==> src/rtl/uart_cmd_parse.sv <==
// ASCII command parser for the UART receive path: turns "*W", "*R" and "*G" lines into
// one-cycle register strobes plus one status response per command over valid/ready.
module uart_cmd_parse #(
    parameter int unsigned ADDR_DIGITS = 2,
    parameter int unsigned DATA_DIGITS = 4,
    parameter int unsigned TIMEOUT_CYC = 5_000_000
) (
    input  logic                     clk_rx,
    input  logic                     rst_clk_rx,
    input  logic [7:0]               rx_data,
    input  logic                     rx_data_rdy,
    output logic                     cmd_wr_en,
    output logic                     cmd_rd_en,
    output logic                     cmd_go,
    output logic [4*ADDR_DIGITS-1:0] cmd_addr,
    output logic [4*DATA_DIGITS-1:0] cmd_data,
    output logic                     resp_valid,
    output logic [1:0]               resp_code,
    input  logic                     resp_ready
);

    localparam int unsigned AW     = 4 * ADDR_DIGITS;
    localparam int unsigned DW     = 4 * DATA_DIGITS;
    localparam int unsigned MaxDig = (ADDR_DIGITS > DATA_DIGITS) ? ADDR_DIGITS : DATA_DIGITS;
    localparam int unsigned CntW   = $clog2(MaxDig + 1);
    localparam int unsigned TmoW   = $clog2(TIMEOUT_CYC + 1);

    localparam logic [CntW-1:0] AddrLast = CntW'(ADDR_DIGITS - 1);
    localparam logic [CntW-1:0] DataLast = CntW'(DATA_DIGITS - 1);
    localparam logic [TmoW-1:0] TmoLast  = TmoW'(TIMEOUT_CYC - 1);

    localparam logic [1:0] RespOk      = 2'd0;
    localparam logic [1:0] RespSyntax  = 2'd1;
    localparam logic [1:0] RespTimeout = 2'd2;

    typedef enum logic [2:0] {StIdle, StCmd, StAddr, StSep, StData, StEol, StResp} state_e;
    typedef enum logic [1:0] {OpWrite, OpRead, OpGo} op_e;

    state_e          state_q, state_d;
    op_e             op_q, op_d;
    logic [CntW-1:0] cnt_q, cnt_d;
    logic [TmoW-1:0] tmo_q, tmo_d;
    logic [AW-1:0]   addr_sh_q, addr_sh_d, cmd_addr_q, cmd_addr_d;
    logic [DW-1:0]   data_sh_q, data_sh_d, cmd_data_q, cmd_data_d;
    logic            wr_en_q, wr_en_d, rd_en_q, rd_en_d, go_q, go_d;
    logic            resp_valid_q, resp_valid_d;
    logic [1:0]      resp_code_q, resp_code_d;

    logic       is_hex;
    logic [3:0] hex_val;
    logic [7:0] lc;
    logic       active;
    logic       err;

    // Forcing bit 5 folds upper-case letters onto lower case without disturbing digits.
    always_comb begin
        lc      = rx_data | 8'h20;
        is_hex  = 1'b1;
        hex_val = 4'h0;
        if (rx_data >= 8'h30 && rx_data <= 8'h39) begin
            hex_val = rx_data[3:0];
        end else if (lc >= 8'h61 && lc <= 8'h66) begin
            hex_val = rx_data[3:0] + 4'd9;
        end else begin
            is_hex = 1'b0;
        end
    end

    assign active = (state_q != StIdle) && (state_q != StResp);

    always_comb begin
        state_d      = state_q;
        op_d         = op_q;
        cnt_d        = cnt_q;
        addr_sh_d    = addr_sh_q;
        data_sh_d    = data_sh_q;
        cmd_addr_d   = cmd_addr_q;
        cmd_data_d   = cmd_data_q;
        wr_en_d      = 1'b0;
        rd_en_d      = 1'b0;
        go_d         = 1'b0;
        resp_valid_d = resp_valid_q;
        resp_code_d  = resp_code_q;
        err          = 1'b0;
        tmo_d        = (rx_data_rdy || !active) ? '0 : tmo_q + 1'b1;

        if (state_q == StIdle) begin
            if (rx_data_rdy && rx_data == 8'h2A) state_d = StCmd;
        end else if (state_q == StResp) begin
            // Characters are dropped here, including on the accept cycle.
            if (resp_ready) begin
                state_d      = StIdle;
                resp_valid_d = 1'b0;
                resp_code_d  = RespOk;
            end
        end else if (rx_data_rdy) begin
            if (rx_data == 8'h2A) begin
                state_d = StCmd;
                cnt_d   = '0;
            end else begin
                err = 1'b1;
                case (state_q)
                    StCmd: begin
                        err   = 1'b0;
                        cnt_d = '0;
                        if (lc == 8'h77) begin
                            op_d    = OpWrite;
                            state_d = StAddr;
                        end else if (lc == 8'h72) begin
                            op_d    = OpRead;
                            state_d = StAddr;
                        end else if (lc == 8'h67) begin
                            op_d    = OpGo;
                            state_d = StEol;
                        end else begin
                            err = 1'b1;
                        end
                    end
                    StAddr: if (is_hex) begin
                        err       = 1'b0;
                        addr_sh_d = (addr_sh_q << 4) | AW'(hex_val);
                        if (cnt_q == AddrLast) begin
                            cnt_d   = '0;
                            state_d = (op_q == OpWrite) ? StSep : StEol;
                        end else begin
                            cnt_d = cnt_q + 1'b1;
                        end
                    end
                    StSep: if (rx_data == 8'h20) begin
                        err     = 1'b0;
                        state_d = StData;
                    end
                    StData: if (is_hex) begin
                        err       = 1'b0;
                        data_sh_d = (data_sh_q << 4) | DW'(hex_val);
                        if (cnt_q == DataLast) begin
                            cnt_d   = '0;
                            state_d = StEol;
                        end else begin
                            cnt_d = cnt_q + 1'b1;
                        end
                    end
                    StEol: if (rx_data == 8'h0D) begin
                        err          = 1'b0;
                        state_d      = StResp;
                        resp_valid_d = 1'b1;
                        resp_code_d  = RespOk;
                        wr_en_d      = (op_q == OpWrite);
                        rd_en_d      = (op_q == OpRead);
                        go_d         = (op_q == OpGo);
                        if (op_q != OpGo) cmd_addr_d = addr_sh_q;
                        if (op_q == OpWrite) cmd_data_d = data_sh_q;
                    end
                    default: ;
                endcase
                if (err) begin
                    state_d      = StResp;
                    resp_valid_d = 1'b1;
                    resp_code_d  = RespSyntax;
                end
            end
        end else if (tmo_q == TmoLast) begin
            state_d      = StResp;
            resp_valid_d = 1'b1;
            resp_code_d  = RespTimeout;
        end
    end

    always_ff @(posedge clk_rx or negedge rst_clk_rx) begin
        if (!rst_clk_rx) begin
            state_q      <= StIdle;
            op_q         <= OpWrite;
            cnt_q        <= '0;
            tmo_q        <= '0;
            addr_sh_q    <= '0;
            data_sh_q    <= '0;
            cmd_addr_q   <= '0;
            cmd_data_q   <= '0;
            wr_en_q      <= 1'b0;
            rd_en_q      <= 1'b0;
            go_q         <= 1'b0;
            resp_valid_q <= 1'b0;
            resp_code_q  <= RespOk;
        end else begin
            state_q      <= state_d;
            op_q         <= op_d;
            cnt_q        <= cnt_d;
            tmo_q        <= tmo_d;
            addr_sh_q    <= addr_sh_d;
            data_sh_q    <= data_sh_d;
            cmd_addr_q   <= cmd_addr_d;
            cmd_data_q   <= cmd_data_d;
            wr_en_q      <= wr_en_d;
            rd_en_q      <= rd_en_d;
            go_q         <= go_d;
            resp_valid_q <= resp_valid_d;
            resp_code_q  <= resp_code_d;
        end
    end

    assign cmd_wr_en  = wr_en_q;
    assign cmd_rd_en  = rd_en_q;
    assign cmd_go     = go_q;
    assign cmd_addr   = cmd_addr_q;
    assign cmd_data   = cmd_data_q;
    assign resp_valid = resp_valid_q;
    assign resp_code  = resp_code_q;

endmodule

==> config.mk <==
export PLATFORM = sky130hd
export DESIGN_NAME = uart_cmd_parse
export DESIGN_NICKNAME = d
export VERILOG_FILES = /design/src/rtl/uart_cmd_parse.sv
export SDC_FILE = /design/constraint.sdc
export NUM_CORES = 1
export LEC_CHECK = 0
export CAP_MARGIN = 0
export CORE_ASPECT_RATIO = 1.75
export CORE_MARGIN = 2
export CORE_UTILIZATION = 40
export CTS_CLUSTER_DIAMETER = 200
export DETAILED_ROUTE_END_ITERATION = 8
export GPL_TIMING_DRIVEN = 0
export PLACE_DENSITY = 0.7
export SKIP_CTS_REPAIR_TIMING = 1
export SLEW_MARGIN = 20
export SYNTH_ARGS = -nofsm -noshare
export SYNTH_HDL_FRONTEND = slang
export SYNTH_SLANG_ARGS = --single-unit
==> constraint.sdc <==
create_clock -name clk_rx -period 3.5 [get_ports clk_rx]
set_input_delay 0.35 -clock clk_rx [delete_from_list [all_inputs] [get_ports clk_rx]]
set_output_delay 0.35 -clock clk_rx [all_outputs]
set_load 0.005 [all_outputs]
== Word-level counts from Yosys, hierarchy flattened ==
Index checks and enable logic that the tools add are counted.

* Word-level logic and storage cells: 160
* Bits in registers: 85

* Order comparisons: 4
* Reductions and logical operators: 22
* Add/subtract/negate cells: 3
* Equal/unequal tests: 35
* Bitwise logic cells: 5
* Multiplexer cells: 78

{| class="wikitable"
|+ Operators by type and width
! operator !! count
|-
| 3-bit 2-to-1 mux || 23
|-
| 7-bit != test, second input constant || 6
|-
| 1-bit 2-to-1 mux || 38
|-
| 6-bit AND reduction || 5
|-
| 23-bit by 1-bit adder with 23-bit output, second input constant || 1
|-
| 23-bit == test, second input constant || 1
|-
| 23-bit 2-to-1 mux || 1
|-
| 2-bit 2-to-1 mux || 11
|-
| 7-bit by 6-bit == test with 1-bit output, second input constant || 3
|-
| 8-bit by 6-bit == test with 1-bit output, second input constant || 2
|-
| 16-bit by 4-bit OR with 16-bit output || 1
|-
| 3-bit one-hot mux with 5 select lines || 1
|-
| 7-bit AND reduction || 2
|-
| 3-bit != test, second input constant || 4
|-
| 11-bit AND reduction || 1
|-
| 10-bit by 1-bit != test with 1-bit output, second input constant || 1
|-
| 3-bit by 2-bit == test with 1-bit output, second input constant || 3
|-
| 3-bit == test, second input constant || 3
|-
| 9-bit != test, second input constant || 1
|-
| 3-bit one-hot mux with 3 select lines || 1
|-
| 3-bit nonzero test || 3
|-
| 8-bit by 4-bit == test with 1-bit output, second input constant || 1
|-
| 8-bit by 6-bit >= comparator with 1-bit output, second input constant || 1
|-
| 8-bit by 7-bit >= comparator with 1-bit output, second input constant || 1
|-
| other kinds (22) || 32
|}

== Logic depth before layout (Yosys ltp) ==
* Depth after elaboration: 15
* Depth in mapped cells: 9
* Gate-level depth less buffers: 8

== Worst setup path after synthesis ==
OpenSTA, ideal clock, no wires.

* Kind: input-to-reg
* Start point: input rx_data[1]
* End point: register state_q[0]
* Setup slack: 1335 ps
* Stages: 8
* Data required time: 3375 ps
* Arrival time: 2040 ps
* Library setup time: 125 ps
* Cells stage by stage: inv_1 ha_1 nor4b_1 nor4b_2 o2111a_2 and3_1 nor3_2 mux2_4

* Word-level cells in the longest chain between the ends: 15
* Elaborated cells between the ends (all ways): 44

{| class="wikitable"
|+ Ends and longest elaborated chain
! what !! RTL line !! text
|-
| start, declared || 10 || <nowiki>input logic [7:0] rx_data,</nowiki>
|-
| 8-bit by 7-bit >= comparator with 1-bit output or 8-bit by 7-bit less-or-equal comparator with 1-bit output (tied branches) || 62 || <nowiki>end else if (lc >= 8'h61 && lc <= 8'h66) begin</nowiki>
|-
| 1-bit logical AND || 62 ||
|-
| 1-bit 2-to-1 mux || 62 ||
|-
| 1-bit 2-to-1 mux || 60 || <nowiki>if (rx_data >= 8'h30 && rx_data <= 8'h39) begin</nowiki>
|-
| 1-bit 2-to-1 mux || 119, 133 ||
|-
| 1-bit one-hot mux with 4 select lines || 102 || <nowiki>case (state_q)</nowiki>
|-
| 1-bit 2-to-1 mux || 97 || <nowiki>if (rx_data == 8'h2A) begin</nowiki>
|-
| 1-bit 2-to-1 mux || 96 || <nowiki>end else if (rx_data_rdy) begin</nowiki>
|-
| 1-bit 2-to-1 mux || 89 || <nowiki>end else if (state_q == StResp) begin</nowiki>
|-
| 1-bit 2-to-1 mux || 87 || <nowiki>if (state_q == StIdle) begin</nowiki>
|-
| 3-bit 2-to-1 mux || 156 || <nowiki>if (err) begin</nowiki>
|-
| 3-bit 2-to-1 mux || 97 ||
|-
| 3-bit 2-to-1 mux || 96 ||
|-
| 3-bit 2-to-1 mux || 89 ||
|-
| 3-bit 2-to-1 mux || 87 ||
|-
| end signal, assigned || 171 || <nowiki>state_q <= StIdle;</nowiki>
|-
| end signal, assigned || 185 || <nowiki>state_q <= state_d;</nowiki>
|-
| end, declared || 39 || <nowiki>state_e state_q, state_d;</nowiki>
|}

Several ways; a longest one is shown, not always the timed one. The select of a mux whose other input is x is not followed.
A chain may end at the register's enable or synchronous reset.

== Final worst setup path ==
Ends and elaborated chain as after synthesis.

==> run_results.csv <==
group,metric,value,unit
status,outcome,"finished, final reports clean",
die,fp.dieW,81.19,microns
logic_synthesis,synth_cells,368,
logic_synthesis,ys_ff_latch,85,
clock_network,clk-insertion-delay-late,0.33,ns
min_path,min_path_type,"in -> async",
sta,rsz0062_at_grt,"no",
clock_network,htree_num_levels,3,
die,die-area,0.01129,sq mm
global_routing,antenna_found_initial,0,
logic_synthesis,ys_seq_area_share,51.01,%
setup_path,crit_path_start_kind,"input port",
finish,n_fill_cell,893,
placed_design,gp_congestion,1.024,
sta,setup_viol,0,
logic_synthesis,synth_flop_cell,"dfrtp_1",
logic_synthesis,yosys-top-cells-area,"dfrtp_1, mux2_2, xor2_1",
sta,worst_pin_slew,0.4946,ns
power_and_ir_drop,p_total,2.597,mW
logic_synthesis,syn-num-nets,389,
sta,holdWs,0.4819,ns
detailed_routing,routed_wirelength,8.163,mm
finish,final-seq-area,0.002127,sq mm
logic_synthesis,yosysMostFrequentCell,"dfrtp_1",
logic_synthesis,synth-edff-count,0,
setup_path,critPathCaptureType,"register",
finish,post-route-util,49.14,%
finish,antenna_cells,0,
sta,slew_violations,0,
logic_synthesis,yosysTopAreaCell,"dfrtp_1",
global_routing,grt_pass1_vias,2956,
logic_synthesis,syn_area,0.004170,sq mm
setup_path,cp_max_fo,5,
logic_synthesis,synth_cell_types,57,
die,initial_core_util,40.73,%
placed_design,portBuffers,39,
die,io_pins,42,
global_routing,grt_pass1_wl,14.10,mm
detailed_routing,drc,0,
clock_network,cts-root-buf,"clkbuf_16",
setup_path,rrSetupSlack,1.20,ns
setup_path,worst-setup-path-type,"in -> reg",
sta,finalCritPeriodShare,75.06,%
global_routing,gr-usage-all-layers,15.89,%
detailed_routing,num_vias,2937,
clock_network,cts_tree,"done",
global_routing,grt_overflow_total,0,
power_and_ir_drop,vdd_drop_max,0.3098,mV
sta,min_period,2.627,ns
detailed_routing,drtIter0Drc,134,
sta,clock_skew,0.003498,ns
logic_synthesis,ys_top_cells_by_count,"dfrtp_1, nor2_1, mux2_2, nand2_1, o21ai_0",
logic_synthesis,yosys_warnings,0,
power_and_ir_drop,p_leak,2.217,nW
die,core,0.01024,sq mm
setup_path,crit_required,3.72,ns
sta,slew_headroom,66.87,%
sta,setup_tns,0,ns
sta,hold_viol_final,0,
job,drv_cap,0,
placed_design,hpwl,6.009,mm
clock_network,cts_buffers,9,
die,chipHeight,139.1,microns
finish,nets,441,
die,num_rows,49,
setup_path,arrival,2.84,ns
clock_network,clock_sinks,85,
detailed_routing,postRouteAntennaNets,0,
logic_synthesis,ys_async_sr_fraction,100.0,%
finish,drive_gt1_share,15.76,%
global_routing,grt_max_degree,60,
detailed_routing,drtPass1Iterations,4,
clock_network,clk_path_buf_depth,2,
power_and_ir_drop,cellPowerDensity,516.2,mW/mm^2
finish,multi_input_area,0.001914,sq mm
detailed_routing,post_drt_wl_per_cell,14.79,microns
sta,max_freq,380.7,MHz
finish,area_growth,20.64,%
clock_network,clkTransAtPathRegs,0.06,ns
logic_synthesis,avgSynthCellArea,11.33,sq um
detailed_routing,avgViaCountPerCell,5.321,
logic_synthesis,synth_top_area_share,51.01,%
per-layer routing:
layer	GRT usage [%]	vias to the layer above	wire length [microns]
li1	-	1408	-
met1	19.38	1452	3354
met4	6.958	0	181
met5	0	-	0
met2	26.92	62	4387
met3	2.734	15	239
final timing paths:
check                             start      endpoint  depth (start not counted)
setup / recovery             rx_data[1]    state_q[0]                          9
hold / removal               rst_clk_rx      tmo_q[9]                          2
setup reg to reg             state_q[2]   cmd_data[8]                          6
hold reg to reg            cmd_data[11]  cmd_data[11]                          1
max in group asynchronous    rst_clk_rx       op_q[0]                          3
min in group clk_rx        cmd_data[11]  cmd_data[11]                          1
cells by family after synthesis:
group,synth area share [%]
XOR/XNOR,4.620
AND/OR/NAND/NOR,17.58
adder cells (fa/ha/maj),2.700
multiplexers,11.94
flip-flops,51.01
buffers and inverters,3.090
AO/OA/AOI/OAI,9.061
critical path, stage by stage:
cell             delay, ns
clkdlybuf4s50_1       0.54
inv_1                 0.08
ha_1                  0.24
nor4b_1               0.32
nor4b_2               0.13
o2111a_2              0.34
and3_1                0.21
nor3_2                0.31
mux2_4                0.33
placed cells by master (no fill, tap or decap), drive strengths merged, types with 2 or more instances in the layout:
| cell type | Yosys | final |
|---|---|---|
| and2 | 7 | 7 |
| dfrtp | 85 | 85 |
| nand2 | 24 | 24 |
| nor4bb | 2 | 2 |
| and4 | 6 | 6 |
| a21oi | 7 | 7 |
| xnor2 | 6 | 6 |
| or3 | 3 | 3 |
| o21ai | 20 | 20 |
| o2bb2ai | 2 | 2 |
| nand2b | 3 | 3 |
| a31oi | 3 | 3 |
| o21bai | 2 | 2 |
| nand3b | 2 | 2 |
| a41oi | 2 | 2 |
| o31ai | 2 | 2 |
| nor3b | 2 | 2 |
| o211ai | 3 | 3 |
| mux2 | 43 | 43 |
| xor2 | 16 | 16 |
| nor2b | 4 | 4 |
| clkbuf | 8 | 18 |
| ha | 9 | 9 |
| nor2 | 36 | 36 |
| nand4 | 6 | 6 |
| nand3 | 13 | 13 |
| buf | 6 | 8 |
| o21a | 3 | 3 |
| clkdlybuf4s50 | 0 | 38 |
| and3 | 6 | 6 |
| nor3 | 7 | 7 |
| o32a | 2 | 2 |
| clkinv | 0 | 4 |
| inv | 12 | 13 |
| nor4b | 5 | 5 |
area by class of cell:
class | count | share of cell area, %
repair buffers | 41 | 8.456
multi-input cells | 257 | 38.05
well taps | 127 | 3.158
clock buffers | 10 | 4.551
flip-flops and latches | 85 | 42.28
clock inverters | 6 | 0.9450
plain buffers | 14 | 1.666
inverters | 12 | 0.8953
power breakdown:
| part | switching [mW] | internal (mW) |
|---|---|---|
| clock network | 0.385 | 0.485 |
| logic | 0.345 | 0.248 |
| registers | 0.0710 | 1.06 |
| total | 0.801 | 1.80 |
flip-flops by register name, summed over array words and instances (netlist names):
| signal | count |
|---|---|
| tmo_q | 23 |
| cmd_data | 16 |
| data_sh_q | 16 |
| addr_sh_q | 8 |
| cmd_addr | 8 |
| cnt_q | 3 |
| state_q | 3 |
| op_q | 2 |
| resp_code | 2 |
| cmd_go | 1 |
| cmd_rd_en | 1 |
| cmd_wr_en | 1 |
| resp_valid | 1 |
per-stage QoR:
step	area, sq um	worst slack (ns)	instances
floorplan	4170	1.335	368
detailed placement	4745	0.5396	535
finish	5031	0.8730	552
CTS	5021	0.8980	551
global route	5031	0.7333	552
global placement	4720	-0.8424	534
Note: power is estimated with default switching activity, not from simulation.
